$ cat src/rtl/lc3b_rf_pkg.sv
// Shared constants and types for the register file writeback path.
// Holds the requester ids and the busy scoreboard vector type.
package lc3b_rf_pkg;
    localparam int DATA_W = 16;
    localparam int NREG   = 8;
    localparam int REG_AW = 3;

    typedef enum logic {
        REQ_ALU = 1'b0,
        REQ_MEM = 1'b1
    } req_e;

    typedef logic [NREG-1:0] busy_t;
endpackage

$ cat src/rtl/rf_scoreboard.sv
// Per-register pending-write scoreboard with RAW/WAW issue stall.
// Set and clear may land on one edge; set wins on the same register.
import lc3b_rf_pkg::*;

module rf_scoreboard (
    input  logic              clk,
    input  logic              rst,
    input  logic              i_iss_valid,
    input  logic              i_iss_wr,
    input  logic [REG_AW-1:0] i_iss_dr,
    input  logic [REG_AW-1:0] i_iss_sr1,
    input  logic [REG_AW-1:0] i_iss_sr2,
    input  logic              i_wb_en,
    input  logic [REG_AW-1:0] i_wb_dr,
    output busy_t             o_busy,
    output logic              o_stall
);
    busy_t r_busy;
    busy_t w_busy_nxt;
    logic  w_set;

    assign w_set = i_iss_valid & i_iss_wr & ~o_stall;

    always_comb begin
        w_busy_nxt = r_busy;
        if (i_wb_en)
            w_busy_nxt[i_wb_dr] = 1'b0;
        if (w_set)
            w_busy_nxt[i_iss_dr] = 1'b1;
    end

    always_ff @(posedge clk or posedge rst) begin
        if (rst)
            r_busy <= '0;
        else
            r_busy <= w_busy_nxt;
    end

    // No forwarding: stall reads only the registered vector.
    assign o_stall = i_iss_valid &
                     (r_busy[i_iss_sr1] |
                      r_busy[i_iss_sr2] |
                      (i_iss_wr & r_busy[i_iss_dr]));

    assign o_busy = r_busy;
endmodule

$ cat src/rtl/regfile_wb_arbiter.sv
// Arbitrates ALU/load writebacks onto the single register file write port.
// RR_ARB_EN selects round-robin; otherwise MEM has fixed priority.
import lc3b_rf_pkg::*;

module regfile_wb_arbiter (
    input  logic              clk,
    input  logic              rst,
    input  logic              alu_valid,
    input  logic [REG_AW-1:0] alu_dr,
    input  logic [DATA_W-1:0] alu_data,
    output logic              alu_ready,
    input  logic              mem_valid,
    input  logic [REG_AW-1:0] mem_dr,
    input  logic [DATA_W-1:0] mem_data,
    output logic              mem_ready,
    input  logic              iss_valid,
    input  logic              iss_wr,
    input  logic [REG_AW-1:0] iss_dr,
    input  logic [REG_AW-1:0] iss_sr1,
    input  logic [REG_AW-1:0] iss_sr2,
    output logic              iss_stall,
    output logic              rf_take_data,
    output logic [REG_AW-1:0] rf_dr,
    output logic [DATA_W-1:0] rf_dr_in,
    output busy_t             busy
);
    logic              w_gnt_alu;
    logic              w_gnt_mem;
    logic              r_take;
    logic [REG_AW-1:0] r_dr;
    logic [DATA_W-1:0] r_din;

`ifdef RR_ARB_EN
    req_e r_last;

    assign w_gnt_alu = alu_valid & (~mem_valid | (r_last == REQ_MEM));
    assign w_gnt_mem = mem_valid & ~w_gnt_alu;

    always_ff @(posedge clk or posedge rst) begin
        if (rst)
            r_last <= REQ_MEM;
        else if (w_gnt_alu)
            r_last <= REQ_ALU;
        else if (w_gnt_mem)
            r_last <= REQ_MEM;
    end
`else
    assign w_gnt_mem = mem_valid;
    assign w_gnt_alu = alu_valid & ~mem_valid;
`endif

    // Grants are masked during reset so nothing transfers into it.
    assign alu_ready = w_gnt_alu & ~rst;
    assign mem_ready = w_gnt_mem & ~rst;

    always_ff @(posedge clk or posedge rst) begin
        if (rst) begin
            r_take <= 1'b0;
            r_dr   <= '0;
            r_din  <= '0;
        end else begin
            r_take <= w_gnt_alu | w_gnt_mem;
            if (w_gnt_mem) begin
                r_dr  <= mem_dr;
                r_din <= mem_data;
            end else if (w_gnt_alu) begin
                r_dr  <= alu_dr;
                r_din <= alu_data;
            end
        end
    end

    assign rf_take_data = r_take;
    assign rf_dr        = r_dr;
    assign rf_dr_in     = r_din;

    rf_scoreboard u_sb (
        .clk         (clk),
        .rst         (rst),
        .i_iss_valid (iss_valid),
        .i_iss_wr    (iss_wr),
        .i_iss_dr    (iss_dr),
        .i_iss_sr1   (iss_sr1),
        .i_iss_sr2   (iss_sr2),
        .i_wb_en     (r_take),
        .i_wb_dr     (r_dr),
        .o_busy      (busy),
        .o_stall     (iss_stall)
    );
endmodule
$ cat config.mk
export PLATFORM = sky130hd
export DESIGN_NAME = regfile_wb_arbiter
export DESIGN_NICKNAME = d
export VERILOG_FILES = /design/src/rtl/lc3b_rf_pkg.sv /design/src/rtl/rf_scoreboard.sv /design/src/rtl/regfile_wb_arbiter.sv
export SDC_FILE = /design/constraint.sdc
export NUM_CORES = 1
export LEC_CHECK = 0
export ABC_AREA = 1
export BUFFER_PORTS_ARGS = -buffer_cell sky130_fd_sc_hd__buf_4
export CAP_MARGIN = 15
export CORE_MARGIN = 3
export CORE_UTILIZATION = 48
export DETAILED_ROUTE_END_ITERATION = 16
export GPL_ROUTABILITY_DRIVEN = 1
export GPL_TIMING_DRIVEN = 0
export PLACE_DENSITY = 0.86
export SETUP_SLACK_MARGIN = 0.5
export SYNTH_ARGS = -nofsm -noshare
export SYNTH_HDL_FRONTEND = slang
export SYNTH_HIERARCHICAL = 1
export SYNTH_SLANG_ARGS = --single-unit
export TNS_END_PERCENT = 30
$ cat constraint.sdc
create_clock -name clk -period 2.9 [get_ports clk]
set_input_delay 0.145 -clock clk [delete_from_list [all_inputs] [get_ports clk]]
set_output_delay 0.145 -clock clk [all_outputs]
set_load 0.005 [all_outputs]
==> results.ini <==
[sta]
fin_skew_ps = 8.19
hold_viol = 0
setup_ws_ps = 1150
rsz0062_at_grt = false
timing.hold.ws_ps = 11.9
fin_crit_sh_pct = 60.2
setup_tns_ps = 0
max_freq_ghz = 0.572
setup_violations = 0
tightest_slew_ps = 762
maxSlewHeadroom_pct = 49.1
period_needed_ps = 1750
slew_violations = 0

[finish]
stdcell_count = 363
antenna_cells = 0
regArea_um2 = 701
fill_cells = 274
synthToLayoutAreaGrowth_pct = 44.7
fin_util_pct = 74.9
drive_above_1_share_pct = 31.7
num-nets-final = 373
multi_input_area_um2 = 752

[route]
wl_mm = 4.76
top_layer_used = met4
drt-pass1-iter-count = 4
wl_met3_um = 480
num_vias = 1866
first_iter_violations = 81
via_per_inst = 5.14
wirelength_met1_mm = 1.79
wl_met2_mm = 2.37
wl_per_cell_um = 13.1
drcViolationCount = 0
ant_nets = 0

[critical_path]
rr_worst_depth = 9
worst-path-stages = 9
crit_required_ps = 2760
critPathSlowestCell = dfrtp_1
rrSetupSlack_ps = 1580
worstSetupPathType = flop to primary output
crit_path_max_fanout = 9
cp.arrival_ps = 1600
start_kind = flop
cp-end-kind = primary output
path_cells = nand2_1 -> nand3_1 -> nand3_1 -> nand2_1 -> clkinv_1 -> nand2_2 -> nand2_2 -> o21ai_1 -> buf_4
worst-path-buf-inv = 2
max_stage_delay_ps = 470
path_delay_family = simple AND/OR/NAND/NOR gates

[global_route]
grt_pass1_wl_mm = 7.80
overflow = 0
grt_max_degree = 21
grt_usage_pct = 24.0
antenna_found_initial = 0
grt_pass1_vias = 1868

[floorplanning]
start_util_pct = 51.8
die-width_um = 64.1
die_y_um = 64.1
coreArea_um2 = 3130
die_area_um2 = 4110
io_pins = 84
fp-row-count = 20

[synthesis]
yosys_register_bits = 28
synthAdderAreaFrac_pct = 0
mappedNetlistNets = 284
yosys.area_share.simple_pct = 41.8
synth.area.mux_share_pct = 0
ys_warn_count = 6
synth-xor-area-share_pct = 0
syn_area_um2 = 1620
ys_seq_area_share_pct = 43.3
avgSynthCellArea_um2 = 7.01
syn_inst = 231
synth_cell_types = 17
synth_compound_area_share_pct = 4.64
synth_top_family_by_area = simple AND/OR/NAND/NOR gates

[min_path]
hold-path-cell-count = 3
min_path_type = input pin to flop

[cts]
clock_sinks = 28
cts_made_buffers = 3
cts_tree = done
root_buffer = clkbuf_4
clock_latency_ps = 330
cts_setup_buffers = 0
clk_pin_slew_ps = 150
holdBufCountCts = 1
cts_resized = 0
clockBufferDepth = 2
htree_levels = 1

[placement]
io_buffers = 83
placedCellCount = 358
post-dp-hpwl_mm = 3.74
preCtsSetupSlack_ps = 1530
place.gp.congestion = 0.846

[power_and_ir_drop]
peakVddDrop_mv = 0.264
power.leakage_uw = 0.00128
p_per_area_nw_per_um2 = 447

[outcome]
status = finished clean

[job]
drv_cap = 0

where the power goes:
part	internal [uW]	switching, uW
logic	184	171
registers	444	57.0
clock network	76.9	114
final cells by class:
cell class	count	share of cell area, %
multi-input combinational	170	32.1
sequential	28	29.9
timing repair buffer	84	27.0
inverter	24	4.43
buffer	9	2.67
tap	44	2.35
clock buffer	4	1.55
state kept, by name, summed over array words and instances, names as in the netlist:
register	flops
rf_dr	3
rf_dr_in	16
rf_take_data	1
u_sb/o_busy	8
layer usage:
| layer | up-vias | track usage (%) |
|---|---|---|
| li1 | 931 | - |
| met1 | 841 | 25.8 |
| met2 | 81 | 42.2 |
| met3 | 13 | 8.44 |
| met4 | 0 | 9.97 |
| met5 | - | 0 |
logic make-up after synthesis:
| kind of cell | Yosys count |
|---|---|
| and+or+nand+nor | 155 |
| buffers and inverters | 33 |
| DFF | 28 |
| AOI/OAI and AO/OA | 15 |
Yosys cell counts:
master	instances	share of area [%]
nand2_1	86	20
nor2_1	5	1.2
o21ai_0	10	3.1
dfrtp_1	28	43
nand4_1	8	3.1
buf_4	2	0.93
nand2_2	2	0.77
nor3_1	6	1.9
buf_2	5	1.5
nand3b_1	1	0.46
inv_1	20	4.6
clkinv_1	1	0.23
o21ai_1	5	1.5
bufinv_8	1	1.1
nand3_1	47	15
inv_2	2	0.46
buf_6	2	1.4
metrics by stage:
stage	cell area, um2	power [uW]
detailed placement	2300	862
global placement	2300	852
CTS	2340	1050
global route	2340	1120
floorplan	1620	660
finish	2340	1050
worst min-delay path, delay by kind of cell:
family	cells	cell delay [ps]
buf+inv	1	70
simple gates	2	100
final timing paths:
| path | end | startpoint |
|---|---|---|
| setup / recovery | iss_stall | u_sb/o_busy[7]$_DFF_PP0_ |
| hold reg to reg | rf_dr_in[12]$_DFFE_PP0P_ | rf_dr_in[12]$_DFFE_PP0P_ |
| max in group asynchronous | rf_dr_in[10]$_DFFE_PP0P_ | rst |
| hold / removal | rf_dr_in[4]$_DFFE_PP0P_ | mem_data[4] |
| min in group asynchronous | u_sb/o_busy[0]$_DFF_PP0_ | rst |
| setup reg to reg | u_sb/o_busy[0]$_DFF_PP0_ | u_sb/o_busy[7]$_DFF_PP0_ |
cell usage in the layout, fill, tap and decap left out, types with 3 or more instances in the layout:
master    count
buf_2         5
inv_1        20
nand2_1      86
o21ai_0      10
clkbuf_4      3
nand4_1       8
nor2_1        5
nand3_1      47
buf_4        85
dfrtp_1      28
o21ai_1       5
nor3_1        6
Note: power is estimated with default switching activity, not from simulation.
